$ cat config.mk
export PLATFORM = sky130hd
export DESIGN_NAME = ycbcr_pattern_stream_buffer
export DESIGN_NICKNAME = d
export VERILOG_FILES = /design/src/rtl/ycbcr_pattern_stream_buffer.sv
export SDC_FILE = /design/constraint.sdc
export NUM_CORES = 2
export LEC_CHECK = 0
export CORE_ASPECT_RATIO = 1.1
export CORE_UTILIZATION = 50
export CTS_CLUSTER_SIZE = 24
export DETAILED_ROUTE_END_ITERATION = 6
export PLACE_DENSITY = 0.65
export SLEW_MARGIN = 20
export SYNTH_ARGS = -nofsm -noshare
export SYNTH_HDL_FRONTEND = slang
export SYNTH_SLANG_ARGS = --single-unit
$ cat constraint.sdc
create_clock -name clk -period 50.1 [get_ports clk]
set_input_delay 10.02 -clock clk [delete_from_list [all_inputs] [get_ports clk]]
set_output_delay 10.02 -clock clk [all_outputs]
set_load 0.005 [all_outputs]
$ cat src/rtl/ycbcr_pattern_stream_buffer.sv
// Pattern RAM with a banded YCbCr self-fill, a host write port and a
// valid/ready sample stream feeding the YCbCr-to-RGB path.
//
// state     | meaning
// ----------+--------------------------------------------------------------
// ST_INIT   | fill RAM with the band pattern, one word per cycle, host blocked
// ST_IDLE   | host writes accepted, waiting for stream_start / init_req
// ST_STREAM | reading base..base+len-1 (mod DEPTH) through a 2-entry skid buffer
//
// BAND_LOG2 must be in 1..ADDR_WIDTH.
module ycbcr_pattern_stream_buffer #(
    parameter int ADDR_WIDTH = 9,
    parameter int DATA_WIDTH = 8,
    parameter int BAND_LOG2  = 3,
    parameter logic [(2**BAND_LOG2)*DATA_WIDTH-1:0] BAND_VALUES = 64'h22359090F05A5151
) (
    input  logic                  clk,
    input  logic                  rst_n,
    input  logic                  init_req,
    output logic                  init_busy,
    output logic                  init_done,
    input  logic                  wr_en,
    input  logic [ADDR_WIDTH-1:0] wr_addr,
    input  logic [DATA_WIDTH-1:0] wr_data,
    output logic                  wr_ready,
    input  logic                  stream_start,
    input  logic [ADDR_WIDTH-1:0] stream_base,
    input  logic [ADDR_WIDTH:0]   stream_len,
    output logic                  stream_busy,
    output logic                  stream_done,
    output logic [DATA_WIDTH-1:0] s_data,
    output logic                  s_valid,
    input  logic                  s_ready
);

    localparam int DEPTH     = 2**ADDR_WIDTH;
    localparam int NUM_BANDS = 2**BAND_LOG2;
    localparam logic [ADDR_WIDTH:0] DEPTH_LEN = (ADDR_WIDTH+1)'(DEPTH);
    localparam logic [NUM_BANDS-1:0][DATA_WIDTH-1:0] BAND_TABLE = BAND_VALUES;

    localparam logic [1:0] ST_INIT   = 2'd0;
    localparam logic [1:0] ST_IDLE   = 2'd1;
    localparam logic [1:0] ST_STREAM = 2'd2;

    logic [1:0]            state_q, state_d;
    logic [ADDR_WIDTH-1:0] fill_addr_q, fill_addr_d;
    logic                  init_done_q, init_done_d;
    logic [ADDR_WIDTH-1:0] rd_addr_q, rd_addr_d;
    // words still to be read from the RAM / still to be accepted by the sink
    logic [ADDR_WIDTH:0]   issue_cnt_q, issue_cnt_d;
    logic [ADDR_WIDTH:0]   accept_cnt_q, accept_cnt_d;
    logic [1:0]            buf_cnt_q, buf_cnt_d;
    logic [DATA_WIDTH-1:0] buf0_q, buf0_d;
    logic [DATA_WIDTH-1:0] buf1_q, buf1_d;
    logic                  inflight_q, inflight_d;

    logic [DATA_WIDTH-1:0] mem_q [DEPTH];
    logic [DATA_WIDTH-1:0] rd_data_q;

    logic                  mem_we;
    logic [ADDR_WIDTH-1:0] mem_waddr;
    logic [DATA_WIDTH-1:0] mem_wdata;
    logic [BAND_LOG2-1:0]  fill_band;
    logic [ADDR_WIDTH:0]   len_clamped;
    logic                  accept;
    logic                  abort;
    logic [2:0]            occ_net;
    logic                  rd_en;

    assign init_busy   = (state_q == ST_INIT);
    assign wr_ready    = (state_q != ST_INIT);
    assign stream_busy = (state_q == ST_STREAM);
    assign init_done   = init_done_q;
    assign s_valid     = (buf_cnt_q != 2'd0);
    assign s_data      = buf0_q;

    assign fill_band   = fill_addr_q[ADDR_WIDTH-1 -: BAND_LOG2];
    assign len_clamped = (stream_len > DEPTH_LEN) ? DEPTH_LEN : stream_len;
    assign abort       = (state_q == ST_STREAM) && init_req;
    assign accept      = s_valid && s_ready;
    // An accept racing an abort is not a completion: the stream is discarded.
    assign stream_done = accept && !init_req && (accept_cnt_q == (ADDR_WIDTH+1)'(1));

    // Occupancy counts the word leaving this cycle, so a read can be issued
    // while the head drains; this keeps the stream bubble-free at s_ready=1.
    assign occ_net = {1'b0, buf_cnt_q} + {2'b00, inflight_q} - {2'b00, accept};
    assign rd_en   = (state_q == ST_STREAM) && !init_req &&
                     (issue_cnt_q != '0) && (occ_net < 3'd2);

    // Write port mux: the fill owns the RAM in INIT, the host otherwise.
    always_comb begin
        mem_we    = 1'b0;
        mem_waddr = wr_addr;
        mem_wdata = wr_data;
        if (state_q == ST_INIT) begin
            mem_we    = 1'b1;
            mem_waddr = fill_addr_q;
            mem_wdata = BAND_TABLE[fill_band];
        end else if (wr_en) begin
            mem_we = 1'b1;
        end
    end

    // Simple dual-port RAM, synchronous read; a same-address write returns old data.
    always_ff @(posedge clk) begin
        if (mem_we) begin
            mem_q[mem_waddr] <= mem_wdata;
        end
        if (rd_en) begin
            rd_data_q <= mem_q[rd_addr_q];
        end
    end

    // Control FSM: fill sequencing, stream setup, read address and word counters.
    always_comb begin
        state_d      = state_q;
        fill_addr_d  = fill_addr_q;
        init_done_d  = 1'b0;
        rd_addr_d    = rd_addr_q;
        issue_cnt_d  = issue_cnt_q;
        accept_cnt_d = accept_cnt_q;
        case (state_q)
            ST_INIT: begin
                fill_addr_d = fill_addr_q + ADDR_WIDTH'(1);
                if (&fill_addr_q) begin
                    state_d     = ST_IDLE;
                    init_done_d = 1'b1;
                end
            end
            ST_IDLE: begin
                if (init_req) begin
                    state_d     = ST_INIT;
                    fill_addr_d = '0;
                end else if (stream_start && (stream_len != '0)) begin
                    state_d      = ST_STREAM;
                    rd_addr_d    = stream_base;
                    issue_cnt_d  = len_clamped;
                    accept_cnt_d = len_clamped;
                end
            end
            ST_STREAM: begin
                if (init_req) begin
                    state_d     = ST_INIT;
                    fill_addr_d = '0;
                end else begin
                    if (rd_en) begin
                        rd_addr_d   = rd_addr_q + ADDR_WIDTH'(1);
                        issue_cnt_d = issue_cnt_q - (ADDR_WIDTH+1)'(1);
                    end
                    if (accept) begin
                        accept_cnt_d = accept_cnt_q - (ADDR_WIDTH+1)'(1);
                        if (accept_cnt_q == (ADDR_WIDTH+1)'(1)) begin
                            state_d = ST_IDLE;
                        end
                    end
                end
            end
            default: begin
                state_d     = ST_INIT;
                fill_addr_d = '0;
            end
        endcase
    end

    // Skid buffer: push the word returning from the RAM, pop on accept.
    always_comb begin
        buf_cnt_d  = buf_cnt_q;
        buf0_d     = buf0_q;
        buf1_d     = buf1_q;
        inflight_d = rd_en;
        if (abort) begin
            buf_cnt_d  = 2'd0;
            inflight_d = 1'b0;
        end else if (inflight_q && accept) begin
            if (buf_cnt_q == 2'd2) begin
                buf0_d = buf1_q;
                buf1_d = rd_data_q;
            end else begin
                buf0_d = rd_data_q;
            end
        end else if (accept) begin
            buf0_d    = buf1_q;
            buf_cnt_d = buf_cnt_q - 2'd1;
        end else if (inflight_q) begin
            if (buf_cnt_q == 2'd0) begin
                buf0_d = rd_data_q;
            end else begin
                buf1_d = rd_data_q;
            end
            buf_cnt_d = buf_cnt_q + 2'd1;
        end
    end

    // State and datapath registers.
    always_ff @(posedge clk or negedge rst_n) begin
        if (!rst_n) begin
            state_q      <= ST_INIT;
            fill_addr_q  <= '0;
            init_done_q  <= 1'b0;
            rd_addr_q    <= '0;
            issue_cnt_q  <= '0;
            accept_cnt_q <= '0;
            buf_cnt_q    <= 2'd0;
            buf0_q       <= '0;
            buf1_q       <= '0;
            inflight_q   <= 1'b0;
        end else begin
            state_q      <= state_d;
            fill_addr_q  <= fill_addr_d;
            init_done_q  <= init_done_d;
            rd_addr_q    <= rd_addr_d;
            issue_cnt_q  <= issue_cnt_d;
            accept_cnt_q <= accept_cnt_d;
            buf_cnt_q    <= buf_cnt_d;
            buf0_q       <= buf0_d;
            buf1_q       <= buf1_d;
            inflight_q   <= inflight_d;
        end
    end

endmodule

# Yosys cells after proc, flatten, opt, wreduce, memory -nomap -nowiden
# Memory sizes are Yosys's and may differ from the RTL's. A register that Yosys moved wholly into a read port is not among the register bits.
# Index checks and enable logic that the tools add are counted.
# classes
addsub	8
mul	0
div	0
order_cmp	3
eq_ne	18
shift	0
muxes	47
n_bitwise	1
reduce_logical	29
# op_table
operator	count
8-bit two-way mux	12
10-bit two-way mux	7
9-bit two-way mux	6
10-bit case mux with 2 select lines	2
9-bit case mux with 2 select lines	2
2-bit two-way mux	10
10-bit nonzero test	2
10-bit by 1-bit subtractor with 10-bit output (second input constant)	2
9-bit by 1-bit adder with 9-bit output (second input constant)	2
5-bit AND reduction	3
2-bit by 1-bit != test with 1-bit output (second input constant)	6
10-bit by 1-bit equality test with 1-bit output (second input constant)	1
10-bit > comparator (second input constant)	1
2-bit != test (second input constant)	5
1-bit logical AND	9
9-bit AND reduction	1
3-bit nonzero test	3
2-bit nonzero test	4
1-bit two-way mux	7
3-bit by 2-bit != test with 1-bit output (second input constant)	2
2-bit case mux with 3 select lines	1
2-bit equality test (second input constant)	2
2-bit logical NOT	2
3-bit by 4-bit less-than comparator with 1-bit output (second input constant)	1
13 further kinds	13
# totals
ff_bits	60
latchBits	0
ramBits	4096
mem_bits_ro	64
input_bits	42
out_inout_bits	14
word_cells	118
memories	2
# memory_table
name	depth	word_bits	rd	rd_ports_with_merged_regs	wr	line_no	source
mem_q	512	8	1	1	1	57	logic [DATA_WIDTH-1:0] mem_q [DEPTH];
(no name shown)	8	8	1	0	0	98	mem_wdata = BAND_TABLE[fill_band];

# Logic depth before layout (Yosys ltp)
# depth
word_depth	8
depth_mapped	17
ltp_nobuf	14

# Worst setup path before layout
# No wires, ideal clock.
# synth_path
path_kind	input port to flip-flop
startpoint	input port wr_data[3]
endpoint	memory mem_q[0][3] (data pin)
setup_time_ns	4.318
arrival_time_ns	23.262
required_time_ns	45.782
slack_ns	22.520
stages	2
path_buffers	0
cell_sequence	inv_1 o32ai_1
# synth_between
elab_chain_len	1
# synth_lines
item	line_no	source
start, declared	24	input logic [DATA_WIDTH-1:0] wr_data,
8-bit two-way mux	95	if (state_q == ST_INIT) begin
via mem_wdata[3]	62	logic [DATA_WIDTH-1:0] mem_wdata;
end, declared	57	
# The timed path passes the listed nets, and every way through them passes these cells.

# Final worst setup path
# layout_path
startpoint	input port s_ready
endpoint	output port stream_done
# layout_between
elab_chain_len	3
# layout_lines
item	line_no	source
start, declared	33	input logic s_ready
1-bit logical AND	80	assign accept = s_valid && s_ready;
1-bit logical AND (2 in a row)	82	assign stream_done = accept && !init_req && (accept_cnt_q == (ADDR_WIDTH+1)'(1));
end, declared	30	output logic stream_done,
# No other way between the ends.

==> impl_metrics.ini <==
[floorplanning]
ios = 56
start_util_pct = 50.3
core_um2 = 324000
die_width_um = 546
die_area_um2 = 328000
rows = 219
die_h_um = 601

[synth]
async_reset_ff_share_pct = 1.44
ys.flop_type = edfxtp_1
synthCells = 7755
ys_seq_area_share_pct = 76.6
synth-warning-count = 0
synth_edf_count = 4104
avgSynthCellArea_um2 = 21.0
ys_ff_latch = 4164
synth_fp_nets = 7811
syn_area_um2 = 163000
synth_cell_type_count = 73

[setup_path]
cp.depth = 6
reg2regPathDepth = 9
crit_buf_inv = 3
cp-startpoint = s_ready
cp_cell_sequence = clkdlybuf4s50_1 -> and2_1 -> inv_1 -> or3_1 -> nor2_1 -> clkdlybuf4s50_1
crit_arrival_ns = 12.07
crit_slowest_cell = clkdlybuf4s50_1
cp-endpoint = stream_done
crit_path_end_kind = output port
reg2reg_slack_ns = 43.76
rr_startpoint = rd_addr_q[0]
cp_max_fo = 5
cp_slowest_stage_delay_ns = 0.57
cpMostUsedCell = clkdlybuf4s50_1
crit_family = buffers and inverters
crit_type = in2out
rr_endpoint = rd_data_q[0]
startpoint_type = input pin
required_ns = 40.08

[power]
clock_power_share_pct = 28.1
p_switching_mw = 3.61
pwr_density_cell_nw_per_um2 = 59.4
sw_frac_of_total_pct = 33.6
seqPwrFrac_pct = 40.7
p_int_mw = 7.14
irDropWorstVdd_uv = 56.5
cellLeakagePower_nw = 55.9
p_comb_share_pct = 31.2
total_power_mw = 10.8

[outcome]
status = finished, violations left
violations = DRC

[clocking]
clockRootBuffer = clkbuf_16
clkLatencyLatePin_ns = 0.92
cts_setup_buffers = 0
cts_max_level = 5
clkSlewWorstSetupHoldPaths_ns = 0.06
clock_sinks = 4164
cts_tree = done
cts_resized = 0
cts_buffers = 397
clock_path_buffers = 4
ctsHoldBuffers = 0

[global_route]
grt_max_degree = 220
antenna_found_initial = 25
gr-usage-all-layers_pct = 26.5
gr-total-overflow = 0
grt_pass1_wl_mm = 617
grt_pass1_vias = 80899

[placed_design]
placed_cell_area_um2 = 168000
dpl.hpwl_mm = 253
portBuffers = 55
place.gp.congestion = 0.841

[detailed_routing]
wirelength_mm = 436
first_pass_iters = 7
vias = 81473
drt_iter0_markers = 11387
drc_errors = 41
m1WireLength_mm = 165
viasPerCell = 6.49
route.met2.wl_mm = 209
ant_nets = 0
wl_per_cell_um = 34.7
routed.top_layer = met5
wl_met3_mm = 46.3

[final_layout]
nets = 7961
syn2layout_area_growth_pct = 11.2
postLayoutCellArea_um2 = 181000
layout-drive-gt1-share_pct = 22.6

[timing]
post-route-min-period_ns = 22.09
skew_ns = 0.0578
tightestPinTransition_ns = 1.27
hold_viol_final = 0
setup_violations = 0
rsz0062_at_grt = no
fin_crit_sh_pct = 44.1
finalSetupTns_ns = 0
slew_viol_final = 0
slew_headroom_pct = 14.9
fmax_mhz = 45.3

[hold_path]
holdCritPathClass = reg2reg

[flow_run]
cap_violations = 0
power groups by stage:
stage | clock network [mW] | registers [mW] | logic (mW)
final | 3.02 | 4.38 | 3.36
after global routing | 3.17 | 4.38 | 3.47
after CTS | 3.04 | 4.38 | 3.34
after detailed placement | 0 | 4.45 | 3.33
after global placement | 0 | 4.45 | 3.27
after floorplan | 0 | 4.83 | 1.97
worst register-to-register path, delay by kind of cell, from the launching register on:
family	cells	cell delay, ns
AO/OA/AOI/OAI	5	2.41
buffers and inverters	3	2.15
flip-flops	1	0.85
multiplexers	1	0.64
metal layers:
metal	vias to the layer above	global-route usage (%)
met4	16	9.06
met1	43581	37.0
met5	-	0
li1	32616	-
met3	709	5.64
met2	4551	41.8
synthesized netlist by cell type, drive strengths merged, types with 24 or more instances:
cell / n / area (um^2)
nand2: 226 / 848
mux2i: 355 / 3550
edfxtp: 4104 / 123000
buf: 258 / 1820
nor2: 591 / 2220
o21ai: 133 / 666
dfrtp: 60 / 1500
clkbuf: 224 / 841
mux2: 42 / 473
inv: 25 / 93.8
o221ai: 42 / 368
a22oi: 49 / 368
nand3: 31 / 155
a31oi: 26 / 163
a221oi: 51 / 447
and2: 24 / 150
o22ai: 73 / 457
mux4: 998 / 22500
a21oi: 121 / 606
nor3: 36 / 180
a211oi: 40 / 300
sequential cells by signal, indices dropped and copies added, names as in the netlist:
register / flops
mem_q: 4096
accept_cnt_q: 10
issue_cnt_q: 10
fill_addr_q: 9
rd_addr_q: 9
buf1_q: 8
rd_data_q: 8
s_data: 8
buf_cnt_q: 2
state_q: 2
inflight_q: 1
init_done: 1
cell families after synthesis:
| logic type | after synthesis | share of synthesized area, % |
|---|---|---|
| buffers and inverters | 509 | 1.70 |
| and+or+nand+nor | 996 | 2.53 |
| xor gates and xnor gates | 3 | 0.0161 |
| AOI/OAI and AO/OA | 674 | 2.81 |
| adders and majority gates | 14 | 0.112 |
| DFF | 4164 | 76.6 |
| muxes | 1395 | 16.3 |
cell type report:
| cell class | instances | area [um^2] |
|---|---|---|
| clock inverters | 239 | 2360 |
| diodes | 19 | 47.5 |
| fillers | 23675 | 143000 |
| flip-flops and latches | 4164 | 125000 |
| multi-input cells | 3082 | 35800 |
| repair buffers | 233 | 2170 |
| well taps | 4309 | 5390 |
| clock buffers | 478 | 10500 |
| inverters | 27 | 118 |
worst min-delay path by stage:
| stage | start | to | cells after the start |
|---|---|---|---|
| finish | s_data[0] | s_data[0] | 2 |
| floorplan | issue_cnt_q[0] | issue_cnt_q[0] | 2 |
| CTS | s_data[7] | s_data[7] | 2 |
| global placement | s_data[7] | s_data[7] | 2 |
| global route | s_data[7] | s_data[7] | 2 |
| detailed placement | s_data[7] | s_data[7] | 2 |
cell usage in the layout, fill, tap and decap left out, types with 19 or more instances in the layout:
cell	count
a211oi_1	38
a21oi_1	120
a221oi_1	51
a22oi_1	49
a31oi_1	26
and2_1	21
buf_12	20
buf_4	153
bufinv_16	46
clkbuf_1	67
clkbuf_16	411
clkdlybuf4s50_1	54
clkinv_1	87
clkinv_2	78
dfrtp_1	52
diode_2	19
edfxtp_1	4104
inv_1	20
mux2_2	41
mux2i_1	355
mux4_2	998
nand2_1	207
nand3_1	30
nor2_1	584
nor3_1	34
o211ai_1	19
o21ai_0	127
o221ai_1	42
o22ai_1	72
through the flow:
step                      setup slack, ns  std cells  hold slack (ns)  util [%]
final                               28.01      12551            0.487      55.9
after global routing                27.92      12535            0.499      55.9
after CTS                           27.99      12528            0.490      55.9
after detailed placement            27.99      11811            0.477      51.9
after global placement              27.96      11810            0.474      51.9
after floorplan                     22.52       7755            0.472         -
Power figures use the tool's default switching activity.
